## src/rtl/conv_axil_pkg.sv

```systemverilog
// Shared encodings and register map for the AXI4-Lite launch/poll sequencer.
package conv_axil_pkg;

  typedef enum logic [2:0] {
    S_IDLE,
    S_WR_REQ,
    S_WR_RESP,
    S_GAP,
    S_RD_REQ,
    S_RD_RESP,
    S_FIN
  } state_t;

  localparam logic [3:0]  CTRL_ADDR   = 4'h0;
  localparam logic [3:0]  STATUS_ADDR = 4'h4;
  localparam logic [31:0] CTRL_GO     = 32'h0000_0001;
  localparam logic [1:0]  RESP_OKAY   = 2'b00;

  localparam logic [1:0] ERR_OK      = 2'b00;
  localparam logic [1:0] ERR_WR      = 2'b01;
  localparam logic [1:0] ERR_RD      = 2'b10;
  localparam logic [1:0] ERR_TIMEOUT = 2'b11;

endpackage

```

## src/rtl/conv_axil_sequencer.sv

```systemverilog
// Writes GO to CTRL, then polls STATUS bit 0 with a fixed idle gap until set,
// a bus error, or the poll budget runs out.
module conv_axil_sequencer
  import conv_axil_pkg::*;
#(
  parameter int unsigned C_M_AXI_ADDR_WIDTH = 4,
  parameter int unsigned POLL_GAP           = 16,
  parameter int unsigned MAX_POLLS          = 1024
) (
  input  logic                          clk,
  input  logic                          rst,
  input  logic                          start,
  output logic                          busy,
  output logic                          done,
  output logic [1:0]                    err_code,
  output logic [31:0]                   status_q,
  output logic [C_M_AXI_ADDR_WIDTH-1:0] m_axi_awaddr,
  output logic                          m_axi_awvalid,
  input  logic                          m_axi_awready,
  output logic [31:0]                   m_axi_wdata,
  output logic [3:0]                    m_axi_wstrb,
  output logic                          m_axi_wvalid,
  input  logic                          m_axi_wready,
  input  logic [1:0]                    m_axi_bresp,
  input  logic                          m_axi_bvalid,
  output logic                          m_axi_bready,
  output logic [C_M_AXI_ADDR_WIDTH-1:0] m_axi_araddr,
  output logic                          m_axi_arvalid,
  input  logic                          m_axi_arready,
  input  logic [31:0]                   m_axi_rdata,
  input  logic [1:0]                    m_axi_rresp,
  input  logic                          m_axi_rvalid,
  output logic                          m_axi_rready
);

  localparam int unsigned GAP_W  = (POLL_GAP > 1)  ? $clog2(POLL_GAP)  : 1;
  localparam int unsigned POLL_W = (MAX_POLLS > 1) ? $clog2(MAX_POLLS) : 1;
  localparam logic [GAP_W-1:0]  GAP_LAST  = GAP_W'(POLL_GAP - 1);
  localparam logic [POLL_W-1:0] POLL_LAST = POLL_W'(MAX_POLLS - 1);

  state_t              state_q, state_d;
  logic                awvalid_q, awvalid_d;
  logic                wvalid_q, wvalid_d;
  logic                arvalid_q, arvalid_d;
  logic [GAP_W-1:0]    gap_q, gap_d;
  logic [POLL_W-1:0]   poll_q, poll_d;
  logic [1:0]          err_q, err_d;
  logic [31:0]         status_r, status_d;
  logic                aw_ok, w_ok;

  always_ff @(posedge clk) begin
    if (rst) state_q <= S_IDLE;
    else     state_q <= state_d;
  end

  always_ff @(posedge clk) begin
    if (rst) begin
      awvalid_q <= 1'b0;
      wvalid_q  <= 1'b0;
      arvalid_q <= 1'b0;
      gap_q     <= '0;
      poll_q    <= '0;
      err_q     <= ERR_OK;
      status_r  <= '0;
    end else begin
      awvalid_q <= awvalid_d;
      wvalid_q  <= wvalid_d;
      arvalid_q <= arvalid_d;
      gap_q     <= gap_d;
      poll_q    <= poll_d;
      err_q     <= err_d;
      status_r  <= status_d;
    end
  end

  // Valids are registered; ready only steers the next-state, never an output.
  always_comb begin
    state_d   = state_q;
    awvalid_d = awvalid_q;
    wvalid_d  = wvalid_q;
    arvalid_d = arvalid_q;
    gap_d     = gap_q;
    poll_d    = poll_q;
    err_d     = err_q;
    status_d  = status_r;
    aw_ok     = !awvalid_q || m_axi_awready;
    w_ok      = !wvalid_q || m_axi_wready;
    case (state_q)
      S_IDLE: begin
        if (start) begin
          state_d   = S_WR_REQ;
          awvalid_d = 1'b1;
          wvalid_d  = 1'b1;
          err_d     = ERR_OK;
          poll_d    = '0;
        end
      end
      S_WR_REQ: begin
        if (awvalid_q && m_axi_awready) awvalid_d = 1'b0;
        if (wvalid_q && m_axi_wready)   wvalid_d  = 1'b0;
        if (aw_ok && w_ok)              state_d   = S_WR_RESP;
      end
      S_WR_RESP: begin
        if (m_axi_bvalid) begin
          if (m_axi_bresp != RESP_OKAY) begin
            err_d   = ERR_WR;
            state_d = S_FIN;
          end else begin
            gap_d   = '0;
            state_d = S_GAP;
          end
        end
      end
      S_GAP: begin
        if (gap_q == GAP_LAST) begin
          arvalid_d = 1'b1;
          state_d   = S_RD_REQ;
        end else begin
          gap_d = gap_q + 1'b1;
        end
      end
      S_RD_REQ: begin
        if (m_axi_arready) begin
          arvalid_d = 1'b0;
          state_d   = S_RD_RESP;
        end
      end
      S_RD_RESP: begin
        if (m_axi_rvalid) begin
          status_d = m_axi_rdata;
          if (m_axi_rresp != RESP_OKAY) begin
            err_d   = ERR_RD;
            state_d = S_FIN;
          end else if (m_axi_rdata[0]) begin
            err_d   = ERR_OK;
            state_d = S_FIN;
          end else if (poll_q == POLL_LAST) begin
            err_d   = ERR_TIMEOUT;
            state_d = S_FIN;
          end else begin
            poll_d  = poll_q + 1'b1;
            gap_d   = '0;
            state_d = S_GAP;
          end
        end
      end
      S_FIN:   state_d = S_IDLE;
      default: state_d = S_IDLE;
    endcase
  end

  assign busy          = (state_q != S_IDLE) && (state_q != S_FIN);
  assign done          = (state_q == S_FIN);
  assign err_code      = err_q;
  assign status_q      = status_r;
  assign m_axi_awaddr  = C_M_AXI_ADDR_WIDTH'(CTRL_ADDR);
  assign m_axi_awvalid = awvalid_q;
  assign m_axi_wdata   = CTRL_GO;
  assign m_axi_wstrb   = '1;
  assign m_axi_wvalid  = wvalid_q;
  assign m_axi_bready  = (state_q == S_WR_RESP);
  assign m_axi_araddr  = C_M_AXI_ADDR_WIDTH'(STATUS_ADDR);
  assign m_axi_arvalid = arvalid_q;
  assign m_axi_rready  = (state_q == S_RD_RESP);

endmodule

```

## config.mk

```make
export PLATFORM = sky130hd
export DESIGN_NAME = conv_axil_sequencer
export DESIGN_NICKNAME = d
export VERILOG_FILES = /design/src/rtl/conv_axil_pkg.sv /design/src/rtl/conv_axil_sequencer.sv
export SDC_FILE = /design/constraint.sdc
export NUM_CORES = 1
export LEC_CHECK = 0
export BUFFER_PORTS_ARGS = -buffer_cell sky130_fd_sc_hd__buf_4
export CORE_MARGIN = 2
export CORE_UTILIZATION = 44
export CTS_BUF_LIST = sky130_fd_sc_hd__clkbuf_8
export CTS_CLUSTER_DIAMETER = 80
export DETAILED_ROUTE_END_ITERATION = 8
export GPL_ROUTABILITY_DRIVEN = 0
export MAX_ROUTING_LAYER = met4
export PLACE_DENSITY_LB_ADDON = 0.1
export SKIP_CTS_REPAIR_TIMING = 1
export SYNTH_ARGS = -nofsm -noshare
export SYNTH_HDL_FRONTEND = slang
export SYNTH_SLANG_ARGS = --single-unit
export TNS_END_PERCENT = 30
```

## constraint.sdc

```tcl
create_clock -name clk -period 1.8 [get_ports clk]
set_clock_uncertainty 0.05 [all_clocks]
set_input_delay 0 -clock clk [delete_from_list [all_inputs] [get_ports clk]]
set_output_delay 0 -clock clk [all_outputs]
set_load 0.01 [all_outputs]
```

**Word level (Yosys, flattened, before mapping)**

Index checks and enable logic that the tools add are counted.

- Flip-flop bits (word level): 54
- Output and inout port bits: 85
- Logic and storage cells: 100

- Equal/unequal tests: 24
- Reductions and logical operators: 25
- Mux-type cells: 41
- $add $sub $neg: 2

Operator list:

| kind | count |
|---|---|
| 10-bit 2-to-1 mux | 5 |
| 3-bit 2-to-1 mux | 10 |
| 4-bit 2-to-1 mux | 7 |
| 2-bit != test, second input constant | 13 |
| 10-bit one-hot mux with 2 select lines | 1 |
| 3-bit one-hot mux with 6 select lines | 1 |
| 6-bit AND reduction | 3 |
| 2-bit 2-to-1 mux | 7 |
| 4-bit one-hot mux with 3 select lines | 1 |
| 10-bit by 1-bit adder with 10-bit output, second input constant | 1 |
| 10-bit == test, second input constant | 1 |
| 2-bit nonzero test | 5 |
| 3-bit == test, second input constant | 3 |
| 3-bit AND reduction | 3 |
| 3-bit nonzero test | 3 |
| 8-bit AND reduction | 1 |
| 3-bit by 2-bit == test with 1-bit output, second input constant | 2 |
| 1-bit one-hot mux with 2 select lines | 3 |
| 2-bit one-hot mux with 3 select lines | 1 |
| 1-bit 2-to-1 mux | 5 |
| 4-bit by 1-bit adder with 4-bit output, second input constant | 1 |
| 4-bit == test, second input constant | 1 |
| 1-bit logical AND | 4 |
| 4-bit by 2-bit != test with 1-bit output, second input constant | 1 |
| other kinds (7) | 9 |

**Logic depth before layout (Yosys ltp)**

- Depth in word-level cells: 6
- Mapped depth: 7
- Gate-level depth less buffers: 6

**Worst setup path before layout**

OpenSTA, ideal clock, no wires.

- Path kind: register to register
- Start: register poll_q[0]
- End: register state_q[0]
- Arrival: 1.600 ns
- Cell stages (with the launch flop): 7
- Path slack: 0.016 ns
- Setup time: 0.134 ns
- Clock period less this slack: 1.784 ns
- Cells stage by stage: dfxtp_1 > ha_1 > nand3_1 > nor3_2 > a2bb2oi_2 > nor4_1 > or4_1

- Word-level cells in the longest chain between the ends: 6

RTL lines:

| element | line | text |
|---|---|---|
| start, declared | conv_axil_sequencer.sv:46 | `logic [POLL_W-1:0] poll_q, poll_d;` |
| start signal, assigned | conv_axil_sequencer.sv:70 | `poll_q <= poll_d;` |
| 10-bit == test | conv_axil_sequencer.sv:137 | `end else if (poll_q == POLL_LAST) begin` |
| 3-bit 2-to-1 mux | conv_axil_sequencer.sv:137 |  |
| 3-bit 2-to-1 mux | conv_axil_sequencer.sv:134 | `end else if (m_axi_rdata[0]) begin` |
| 3-bit 2-to-1 mux | conv_axil_sequencer.sv:131 | `if (m_axi_rresp != RESP_OKAY) begin` |
| 3-bit 2-to-1 mux | conv_axil_sequencer.sv:129 | `if (m_axi_rvalid) begin` |
| 3-bit one-hot mux with 6 select lines | conv_axil_sequencer.sv:88 | `case (state_q)` |
| end signal, assigned | conv_axil_sequencer.sv:53 | `else state_q <= state_d;` |
| end, declared | conv_axil_sequencer.sv:41 | `state_t state_q, state_d;` |

No other way between the ends. The select of a mux whose other input is x is not followed.
A chain may end at the register's enable or synchronous reset.

**Worst setup path in the final report**

Same ends and word-level chain as after synthesis.

==> results.md <==
- The type of element launching the critical path is a flop.
- Yosys mapped the design onto 49 distinct sky130hd cell types.
- The most common cell in the synthesized netlist is sky130_fd_sc_hd__nand2_1.
- Summing over every cut layer, the via total after detailed routing is 2745.
- Together, buffers and inverters on the worst path number 0.
- The net switching power figure is 1.14 mW.
- The critical path goes through ha_4, nand3_4, nor3_4, a2bb2oi_2, nor4_1, or4_1.
- The clock-pin slew reported for the worst setup and hold paths after clock tree synthesis is 100 ps.
- The area of the mapped netlist is 2760 µm².
- For this design the static power due to leakage is 1.77 nW.
- Counting the fill cells in the layout gives 485.
- The worst hold path begins at m_axi_awready.
- After detailed routing, the total wire length is 7230 µm.
- The layout cell share with drive strength beyond 1 is 33.8%.
- The total overflow left after global routing is 0.
- The worst register-to-register path begins at poll_q[0].
- After synthesis, the most frequently instantiated cells are sky130_fd_sc_hd__nand2_1 (78), sky130_fd_sc_hd__dfxtp_1 (54), sky130_fd_sc_hd__a21oi_1 (49).
- The total area of sequential cells is 1090 µm².
- The total of endpoints with negative setup slack in the final report is 2.
- The mean area per synthesized cell is 7.90 µm².
- The register bit total from synthesis is 54.
- TritonCTS built the clock tree.
- The power density relative to cell area is 831 nW/µm².
- The initial utilization of the core area, before any placement, comes to 46.1%.
- The max-capacitance violation count is 0.
- The slowest cell on the critical path is sky130_fd_sc_hd__or4_1.
- The net total in the final layout is 545.
- The area of the die is 6930 µm².
- The count of nets left with antenna violations once routing finished came out at 0.
- The antenna cell count is 0.
- The worst hold path endpoint is m_axi_awvalid.
- The H-tree depth reported by CTS is 2.
- The number of vias per cell is 4.77.
- The worst hold path belongs to the class in2reg.
- The sequential fraction of design power is 39.2%.
- The portion of total power attributed to combinational logic is 39.3%.
- Row generation in the floorplan step produced 28 rows.
- Internal power comes to 2.30 mW.
- The tree built by TritonCTS fans out to 54 sinks.
- 129 I/O pins were placed.
- The type of destination of the critical path is a flop.
- At the later pin of the worst-skew pair, clock insertion delay measures 310 ps.
- The final worst-path setup slack is -51.5 ps.
- The run finished, with violations left.
- The data arrival time of the critical path is 1990 ps.
- The worst ir drop on vdd is 0.613 mV.
- From left edge to right edge, the die measures 83.3 µm.
- In the finished design, the share of the clock period the worst path needs comes to 103%.
- In the routed design, unresolved DRC markers number 0.
- The gate count after technology mapping is 350.
- The share of total power dissipated in the clock network is 21.4%.
- In this run switching power makes up 33.1% of total power.
- The first global-routing pass estimated 10600 µm of wire.
- The final HPWL from detailed placement is 4940 µm.
- The biggest area contributor in the post-synthesis netlist is sky130_fd_sc_hd__dfxtp_1.
- The root buffer cell is sky130_fd_sc_hd__clkbuf_8.
- The maximum operating frequency is 540 MHz.
- The number of buffers created by CTS is 5.
- At the worst endpoint, the required time is 1940 ps.
- The final critical delay including setup and external delays is 1850 ps.
- The total power of the final layout is 3.44 mW.
- In the final layout, the multi-input gates occupy 1500 µm².
- The count of yosys warnings during synthesis is 0.
- In the synthesized netlist the async set-or-reset flop fraction comes to 0%.
- After synthesis, the cell types taking the most area are sky130_fd_sc_hd__dfxtp_1 (39%), sky130_fd_sc_hd__buf_4 (12%), sky130_fd_sc_hd__nand2_1 (11%), sky130_fd_sc_hd__a21oi_1 (8.9%), sky130_fd_sc_hd__nor2_1 (2.4%).
- In this run the register-to-register setup slack is -50 ps.
- The biggest cell delay along the critical path is 530 ps.
- The post-detailed-route wirelength per cell is 12.6 µm.
- Summing the sequential cell areas from Yosys gives 39.1% of the chip area.
- The placeable core region is 5990 µm².
- The largest fanout on the critical path is 4.
- The capturing point of the worst reg2reg path is state_q[0].
- The overall global routing resource usage is 18.8%.
- The worst register-to-register path has a depth of 6.
- The number of global-route vias before repair was 2348.
- Along the worst hold path, the cell count comes to 4.
- Entering global routing, the biggest net connects 34 pins.
- The critical path starts at poll_q[0].
- The area growth from synthesis to layout is 49.6%.
- The worst hold slack is -31.8 ps.
- The height of the chip is 83.3 µm.
- The setup slack after placement is -76.9 ps.
- The hold violation count in the final report was 1.
- Of the post-synthesis cell area, the dominant cell type holds 39.1%.
- Setup repair after global routing could not meet its margin everywhere.
- The count of input and output buffers is 84.
- The clock passes through at most 2 buffers.
- The final-report max-slew violation count is 0.
- The classification of the worst setup path is reg2reg.
- Before antenna repair, the detailed router went through 4 iterations.
- The number of antenna violations at the first check in global routing is 0.
- Yosys mapped a number of flops with a built-in enable equal to 0.
- For this run, the leading register cell type out of synthesis is sky130_fd_sc_hd__dfxtp_1.
- The checks that failed: hold timing, setup timing.
- Broken down by cell family, the worst path's largest delay share belongs to simple AND/OR/NAND/NOR gates.
- The first routing iteration left 77 violations.
cell type report:
class / count / share of cell area (%)
multi-input combinational: 270 / 36.3
timing repair buffer: 163 / 31.9
sequential: 54 / 26.5
tap: 75 / 2.27
clock buffer: 6 / 2.00
inverter: 5 / 0.575
clock inverter: 2 / 0.424
registers in the layout, summed over array words and instances, names as in the netlist:
name / count
gap_q: 4
status_q: 32
poll_q: 10
m_axi_arvalid: 1
err_code: 2
m_axi_awvalid: 1
state_q: 3
m_axi_wvalid: 1
worst reg2reg max path, stage by stage (launching register included):
cell and delay (ps):
sky130_fd_sc_hd__dfxtp_4 380, sky130_fd_sc_hd__ha_4 150, sky130_fd_sc_hd__nand3_4 90, sky130_fd_sc_hd__nor3_4 240
sky130_fd_sc_hd__a2bb2oi_2 230, sky130_fd_sc_hd__nor4_1 80, sky130_fd_sc_hd__or4_1 530
power groups by stage:
stage	Sequential, mW	Clock (mW)	Combinational, mW
after floorplan	1.37	0	0.702
after global placement	1.36	0	1.18
after detailed placement	1.36	0	1.19
after CTS	1.34	0.765	1.19
after global routing	1.36	0.809	1.47
final	1.35	0.736	1.35
layout by cell type, fill, tap and decap left out, types with 3 or more instances in the layout:
cell type and instances:
sky130_fd_sc_hd__buf_4 126, sky130_fd_sc_hd__nand2_1 77, sky130_fd_sc_hd__a21oi_1 47, sky130_fd_sc_hd__dfxtp_1 47
sky130_fd_sc_hd__conb_1 44, sky130_fd_sc_hd__dlygate4sd3_1 35, sky130_fd_sc_hd__nor2_1 17, sky130_fd_sc_hd__clkbuf_8 6
sky130_fd_sc_hd__nor2b_1 5, sky130_fd_sc_hd__o31ai_1 5, sky130_fd_sc_hd__or4_1 5, sky130_fd_sc_hd__dfxtp_2 5
sky130_fd_sc_hd__or3_1 4, sky130_fd_sc_hd__nand3_1 4, sky130_fd_sc_hd__clkinv_4 3, sky130_fd_sc_hd__inv_1 3
sky130_fd_sc_hd__nand4_1 3, sky130_fd_sc_hd__mux2i_1 3, sky130_fd_sc_hd__a311oi_1 3, sky130_fd_sc_hd__o21ai_0 3
sky130_fd_sc_hd__xnor2_1 3
layer usage:
metal / GRT usage [%] / vias up / part of all wire [%]
met2: 31.5 / 85 / 50
li1: - / 1398 / -
met1: 23.1 / 1255 / 44
met3: 4.27 / 7 / 5.3
met5: - / - / 0
met4: 4.47 / 0 / 0.87
how the worst max path moves through the flow:
stage                 end  slack [ps]  depth (start not counted)
6_report       state_q[0]         -50                          6
5_1_grt        state_q[0]        -150                          5
4_1_cts        state_q[0]         -90                          6
3_5_place_dp   state_q[0]         -80                          6
3_3_place_gp   state_q[0]         -20                          6
2_1_floorplan  state_q[0]          20                          6
kinds of logic (layout without fill, tap and decap cells):
group,after synthesis,in the layout,share of synthesized area [%]
other,2,44,0.272
AOI/OAI and AO/OA,74,74,16.5
adders and majority gates,2,2,0.905
and+or+nand+nor,143,143,24.9
xor gates and xnor gates,3,3,0.951
muxes,4,4,1.49
buffers and inverters,68,176,15.8
DFF,54,54,39.1
per-stage QoR:
step           area, µm²  std cells  TNS [ps]  utilization, %
3_5_place_dp        3530        528     -81.9            59.0
4_1_cts             3630        536      -128            60.7
2_1_floorplan       2920        392         0               -
5_1_grt             4130        575      -542            69.0
6_report            4130        575     -83.1            69.0
3_3_place_gp        3530        528     -26.2            59.0
(Power assumes the default switching activity.)
